## config.mk

```make
export PLATFORM = sky130hd
export DESIGN_NAME = tick_gated_fifo
export DESIGN_NICKNAME = d
export VERILOG_FILES = /design/src/rtl/tick_gated_fifo.sv
export SDC_FILE = /design/constraint.sdc
export NUM_CORES = 1
export LEC_CHECK = 0
export ABC_AREA = 1
export CORE_ASPECT_RATIO = 1.2
export CORE_UTILIZATION = 61
export DETAILED_ROUTE_END_ITERATION = 7
export GPL_ROUTABILITY_DRIVEN = 0
export GPL_TIMING_DRIVEN = 0
export HOLD_SLACK_MARGIN = 0.03
export PLACE_DENSITY = 0.81
export SLEW_MARGIN = 20
export SYNTH_ARGS = -nofsm -noshare
export SYNTH_HDL_FRONTEND = slang
export SYNTH_SLANG_ARGS = --single-unit
```

## constraint.sdc

```tcl
create_clock -name clk -period 5 [get_ports clk]
set_clock_uncertainty 0.05 [all_clocks]
set_input_delay 0.5 -clock clk [delete_from_list [all_inputs] [get_ports clk]]
set_output_delay 0.5 -clock clk [all_outputs]
set_load 0.01 [all_outputs]
```

## src/rtl/tick_gated_fifo.sv

```systemverilog
// Single-clock FIFO whose writes and reads are qualified by one-cycle rate strobes.
// Provides occupancy, full/empty, almost flags and sticky overflow/underflow errors.
module tick_gated_fifo #(
    parameter int DATA_W    = 8,
    parameter int DEPTH     = 8,
    parameter int AFULL_TH  = DEPTH - 2,
    parameter int AEMPTY_TH = 2,
    localparam int AW       = $clog2(DEPTH)
) (
    input  logic              clk,
    input  logic              reset,
    input  logic              wr_tick,
    input  logic              wr_en,
    input  logic [DATA_W-1:0] wr_data,
    input  logic              rd_tick,
    input  logic              rd_en,
    output logic [DATA_W-1:0] rd_data,
    output logic              rd_valid,
    output logic              full,
    output logic              empty,
    output logic              almost_full,
    output logic              almost_empty,
    output logic [AW:0]       count,
    output logic              overflow,
    output logic              underflow,
    input  logic              clr_err
);

    localparam logic [AW:0] LP_DEPTH  = (AW+1)'(DEPTH);
    localparam logic [AW:0] LP_AFULL  = (AW+1)'(AFULL_TH);
    localparam logic [AW:0] LP_AEMPTY = (AW+1)'(AEMPTY_TH);

    logic [DATA_W-1:0] r_mem [DEPTH];
    logic [AW-1:0]     r_wr_ptr;
    logic [AW-1:0]     r_rd_ptr;
    logic [AW:0]       r_count;
    logic [DATA_W-1:0] r_rd_data;
    logic              r_rd_valid;
    logic              r_overflow;
    logic              r_underflow;

    logic w_full;
    logic w_empty;
    logic w_wr_attempt;
    logic w_rd_attempt;
    logic w_wr_accept;
    logic w_rd_accept;

    // Flags come from the registered count, so they reflect start-of-cycle state only.
    assign w_full       = (r_count == LP_DEPTH);
    assign w_empty      = (r_count == '0);
    assign w_wr_attempt = wr_tick & wr_en;
    assign w_rd_attempt = rd_tick & rd_en;
    assign w_wr_accept  = w_wr_attempt & ~w_full;
    assign w_rd_accept  = w_rd_attempt & ~w_empty;

    // NOTE: storage has no reset; pointers and count alone define which words are valid.
    always_ff @(posedge clk) begin
        if (w_wr_accept) begin
            r_mem[r_wr_ptr] <= wr_data;
        end
    end

    always_ff @(posedge clk) begin
        if (reset) begin
            r_wr_ptr   <= '0;
            r_rd_ptr   <= '0;
            r_count    <= '0;
            r_rd_data  <= '0;
            r_rd_valid <= 1'b0;
        end else begin
            r_rd_valid <= w_rd_accept;
            if (w_wr_accept) begin
                r_wr_ptr <= r_wr_ptr + AW'(1);
            end
            if (w_rd_accept) begin
                r_rd_ptr  <= r_rd_ptr + AW'(1);
                r_rd_data <= r_mem[r_rd_ptr];
            end
            unique case ({w_wr_accept, w_rd_accept})
                2'b10:   r_count <= r_count + (AW+1)'(1);
                2'b01:   r_count <= r_count - (AW+1)'(1);
                default: r_count <= r_count;
            endcase
        end
    end

    // A rejected attempt in the same cycle as clr_err leaves the flag set.
    always_ff @(posedge clk) begin
        if (reset) begin
            r_overflow  <= 1'b0;
            r_underflow <= 1'b0;
        end else begin
            if (w_wr_attempt && w_full) begin
                r_overflow <= 1'b1;
            end else if (clr_err) begin
                r_overflow <= 1'b0;
            end
            if (w_rd_attempt && w_empty) begin
                r_underflow <= 1'b1;
            end else if (clr_err) begin
                r_underflow <= 1'b0;
            end
        end
    end

    assign rd_data      = r_rd_data;
    assign rd_valid     = r_rd_valid;
    assign full         = w_full;
    assign empty        = w_empty;
    assign almost_full  = (r_count >= LP_AFULL);
    assign almost_empty = (r_count <= LP_AEMPTY);
    assign count        = r_count;
    assign overflow     = r_overflow;
    assign underflow    = r_underflow;

endmodule
```

# == Word level (Yosys, flattened, before mapping) ==
# Memory sizes are Yosys's and may differ from the RTL's. A register that Yosys moved wholly into a read port is not among the register bits.
# Index checks and enable logic that the tools add are counted.
# totals
output_inout_bits,19
reg_bits,13
ram_bits,64
mem_count,1
elab_cells,34
input_bits,15
# classes
order_cmp,2
add_sub_neg,4
n_eq_ne,3
reduce_logical,6
n_bitwise,6
mux,6
# mem_list
memory,words,word_bits,read_ports,rd_ports_with_merged_regs,write_ports,line,text
r_mem,8,8,1,1,1,33,logic [DATA_W-1:0] r_mem [DEPTH];
# op_table
cell,n
4-bit one-hot mux with 2 select lines,1
3-bit by 1-bit adder with 3-bit output (second input constant),2
2-bit nonzero test,3
1-bit 2-to-1 mux,5
4-bit by 1-bit adder with 4-bit output (second input constant),1
1-bit AND,4
4-bit == test (second input constant),1
4-bit by 3-bit >= comparator with 1-bit output (second input constant),1
4-bit by 2-bit <= comparator with 1-bit output (second input constant),1
4-bit logical NOT,1
4-bit by 1-bit subtractor with 4-bit output (second input constant),1
2-bit by 1-bit == test with 1-bit output (second input constant),1
2-bit == test (second input constant),1
1-bit logical AND,2
1-bit inverter,2

# == Longest topological paths before layout ==
# depth
depth_word,5
ltp_mapped,15
depth_no_buf,14

# == Worst setup path after synthesis ==
# OpenSTA, ideal clock, no wires.
# synth_timing
path_type,reg2reg
start,reg r_count[3] (netlist: count[3])
end,reg r_count[2] (netlist: count[2])
n_path_buf,1
synth_period_minus_slack_ps,1959
t_required_ps,4835
t_arrival_ps,1794
setup_ps,115
path_stages_with_launch,15
slack_ps,3041
cell_sequence,dfxtp_1 nor2_2 nand2_1 inv_2 nor2_4 buf_6 ha_1 nand2_1 inv_1 nor2_1 ha_1 a21oi_1 xnor2_1 o21ai_0 inv_1
# synth_between
elab_chain_len,5
elab_cells_between_ends,10
classes_between,eq/ne: 3; mux: 1; bitwise: 4; reduce/logical: 2
# synth_rtl
item,line,text
from (decl),36,logic [AW:0] r_count;
from (signal assigned),81,2'b10: r_count <= r_count + (AW+1)'(1);
from (signal assigned),82,2'b01: r_count <= r_count - (AW+1)'(1);
from (signal assigned),83,default: r_count <= r_count;
4-bit logical NOT *,51,assign w_empty = (r_count == '0);
via empty,20,"output logic empty,"
1-bit inverter *,55,assign w_rd_accept = w_rd_attempt & ~w_empty;
1-bit AND *,55,
via w_rd_accept,47,logic w_rd_accept;
2-bit by 1-bit == test with 1-bit output or 2-bit == test (tied branches),80,"unique case ({w_wr_accept, w_rd_accept})"
4-bit one-hot mux with 2 select lines or 2-bit nonzero test (tied branches),n/a,
# Mark *: on every way through the listed nets, which the timed path passes. The rest lies on a longest branch.
# A chain may end at the register's enable or synchronous reset.

# == Worst setup path after layout ==
# layout_timing
start,in rd_tick
end,reg r_count[2] (netlist: count[2])
# layout_between
elab_chain_len,4
elab_cells_between_ends,6
classes_between,eq/ne: 2; mux: 1; bitwise: 2; reduce/logical: 1
# layout_rtl
item,line,text
from (decl),15,"input logic rd_tick,"
1-bit AND *,53,assign w_rd_attempt = rd_tick & rd_en;
1-bit AND *,55,
via w_rd_accept,47,
2-bit by 1-bit == test with 1-bit output or 2-bit == test (tied branches),80,
4-bit one-hot mux with 2 select lines or 2-bit nonzero test (tied branches),n/a,
# Marked as above.

==> metrics.md <==
| Metric | Value |
|---|---|
| Period utilisation layout | 0.466 |
| # DRC | 0 |
| Commonest cells after routing, fill and taps aside | nand2_1 (107), inv_1 (68), edfxtp_1 (64), nand3_1 (53), clkdlybuf4s50_1 (32) |
| Synth unique cells | 25 |
| Worst-Margin Slew | 915 ps |
| Hold slack | 417 ps |
| Design area | 0.00443 mm² |
| Compound-Gate Fraction of Synth Area | 0.0411 |
| Sequential share of the synthesized area | 0.626 |
| Fin nets | 454 |
| R2R Path End | count[2] |
| Vert. Die Dim | 87.8 µm |
| CP max stage delay | 490 ps |
| Antenna Cells | 0 |
| Post-CTS Setup Bufs | 0 |
| YS warnings | 0 |
| Status | complete, no violations |
| Seq cells post-synth | 85 |
| First-pass GRT wire length | 13000 µm |
| PwrDens | 384 mW/mm² |
| Post-synthesis simple-gate area fraction | 0.208 |
| Main area contributors after synthesis | edfxtp_1 (51%), dfxtp_1 (11%), nand2_1 (11%) |
| Hold depth | 2 |
| Root buf cell | clkbuf_8 |
| Clk pin slew, worst setup/hold paths | 80 ps |
| Hold Path End | rd_data[2] |
| Std cell rows | 30 |
| Top Usage Layer GRT | met2 |
| Fmax | 429 MHz |
| Initial Utilization | 0.647 |
| Pre-antenna DRT Iters | 5 |
| TNS Setup | 0 ps |
| Cell area after synthesis | 0.00374 mm² |
| Syn avg cell area | 9.59 µm² |
| Max stage delay cell, worst path | clkdlybuf4s50_1 |
| Fill count | 415 |
| Async S/R FF share, synth | 0 |
| Slew headroom | 0.388 |
| Mapped Cells | 390 |
| Drt total wl | 8460 µm |
| Top Ports | 34 |
| Worst IR Drop VDD | 0.256 mV |
| RSZ-0062 raised after global routing | no |
| Area after DPL | 0.00419 mm² |
| EDFF count, synth | 64 |
| Worst r2r path cells | 14 |
| Num Clock Sinks | 85 |
| Cts bufs inserted | 9 |
| Setup violators final | 0 |
| Max-slew violations | 0 |
| Grt met3 use | 0.0541 |
| IO Port Bufs | 32 |
| Clock Latency Late Sink | 350 ps |
| Adder-Cell Fraction of Synth Area | 0.0167 |
| Overall Global Routing Usage | 0.287 |
| Final ANT Viol Nets | 0 |
| Synth top area share | 0.514 |
| Hold buffer count at CTS | 0 |
| Die width | 73.5 µm |
| Mux cell area share after synthesis | 0 |
| Largest family of logic cells by synthesized area | simple AND/OR/NAND/NOR gates |
| Met1 Use GR | 0.322 |
| Lkg Pwr | 1.85 nW |
| Max cap viols | 0 |
| Gates resized, CTS repair | 0 |
| Vias in the first global route | 2685 |
| Crit Path Class | input pin to flip-flop |
| Vias | 2793 |
| Mapped Nets | 410 |
| Bufs and invs on worst path | 4 |
| Clock Path Buffers | 2 |
| Core area | 0.00578 mm² |
| First DRT Iteration DRCs | 193 |
| Area Overhead vs Synth | 18.4% |
| Die footprint | 0.00645 mm² |
| CP delay by family, top | buffers and inverters |
| Crit path capture type | flip-flop |
| XOR/XNOR share of the synthesized area | 0.00468 |
| Arrival time worst endpoint | 2530 ps |
| Routed vias/inst | 5.38 |
| H-tree depth | 3 |
| Fraction of layout cells with a size suffix above 1 | 0.100 |
| CP cell instances | clkdlybuf4s50_1 > nand2_1 > nor2_4 > buf_6 > ha_1 > nand2_1 > inv_1 > nor2_1 > ha_1 > a21oi_1 > xnor2_1 > o21ai_0 > inv_1 |
| Fin crit period | 2330 ps |
| Most common cell after layout, fill and taps aside | nand2_1 |
| DP HPWL | 5610 µm |
| Top FF cell, synth | edfxtp_1 |
| Largest net degree at the start of global routing | 15 |
| Crit start category | input pin |
| CP max FO | 11 |
| Reg2reg start | count[3] |
| DR WL/cell | 16.3 µm |
| Worst hold path class | flip-flop to flip-flop |
| Initial antenna violation count | 0 |
| CTS tree | yes |
| Synth area leader | edfxtp_1 |
| R2R setup slack | 2760 ps |
| Total gr overflow | 0 |
| Worst endpoint required time | 5200 ps |
| Min-delay src | rd_data[2] |
| M2 GR Usage | 0.516 |
| Final Hold Vio Count | 0 |
-- synth_stat cells (3+ instances only) --
cell type,n
a21oi_1,18
inv_1,68
inv_2,4
ha_1,5
buf_6,5
nor3_1,5
nand2_1,107
nor2_1,8
buf_2,4
dfxtp_1,21
edfxtp_1,64
o21ai_0,11
buf_4,3
nand3_1,53
-- through the flow --
step | setup slack [ps] | std cells | power, W | utilization
after floorplan | 3040 | 390 | 0.00101 | -
after global placement | 2120 | 502 | 0.00112 | 0.720
after detailed placement | 2340 | 503 | 0.00113 | 0.725
after CTS | 2690 | 519 | 0.00170 | 0.766
after global routing | 2450 | 519 | 0.00176 | 0.766
final | 2670 | 519 | 0.00170 | 0.766
-- layout make-up --
type | instances | area (µm²) | share of cell area
Inverter | 73 | 274 | 0.0619
Multi-Input combinational cell | 217 | 1030 | 0.233
Timing Repair Buffer | 33 | 328 | 0.0740
Tap cell | 80 | 100 | 0.0226
Clock inverter | 6 | 111 | 0.0251
Sequential cell | 85 | 2340 | 0.529
Buffer | 15 | 111 | 0.0251
Clock buffer | 10 | 128 | 0.0288
-- flip-flops by register name, summed over array words and instances, names as in the netlist --
register and count:
r_mem 64, r_wr_ptr 3, overflow 1, rd_data 8, rd_valid 1, count 4
r_rd_ptr 3, underflow 1
-- per-layer routing --
metal	share of wire	wire length, µm	vias up
met3	0.061	517	25
met4	0.025	211	0
met5	0	0	-
li1	-	-	1343
met2	0.53	4460	128
met1	0.39	3260	1297
-- cells by family (layout without fill, tap and decap cells) --
logic type | after synthesis | after routing
buf+inv | 88 | 137
xor+xnor | 2 | 2
simple gates | 180 | 180
flops | 85 | 85
fa+ha+maj | 5 | 5
compound gates | 30 | 30
-- report_power, final --
| group | switching (W) | internal, W |
|---|---|---|
| sequential | 0.0000205 | 0.000786 |
| clock | 0.000242 | 0.000332 |
| combinational | 0.000187 | 0.000131 |
| total | 0.000450 | 0.00125 |
-- worst reg2reg max path: cells and delay by family (launching register included) --
| family | cells | cell delay (ps) |
|---|---|---|
| fa+ha+maj | 2 | 410 |
| xor+xnor | 1 | 110 |
| simple gates | 5 | 420 |
| buf+inv | 4 | 360 |
| flops | 1 | 450 |
| compound gates | 2 | 340 |
-- how the worst max path moves through the flow --
| stage | start | end | slack (ps) | depth (start not counted) |
|---|---|---|---|---|
| after detailed placement | rd_tick | count[2] | 2340 | 13 |
| after CTS | rd_tick | count[2] | 2690 | 13 |
| after global placement | wr_tick | r_mem[1][4] | 2120 | 5 |
| after floorplan | count[3] | count[2] | 3040 | 14 |
| final | rd_tick | count[2] | 2670 | 13 |
| after global routing | rd_tick | count[2] | 2450 | 13 |
Power figures use the tool's default switching activity.
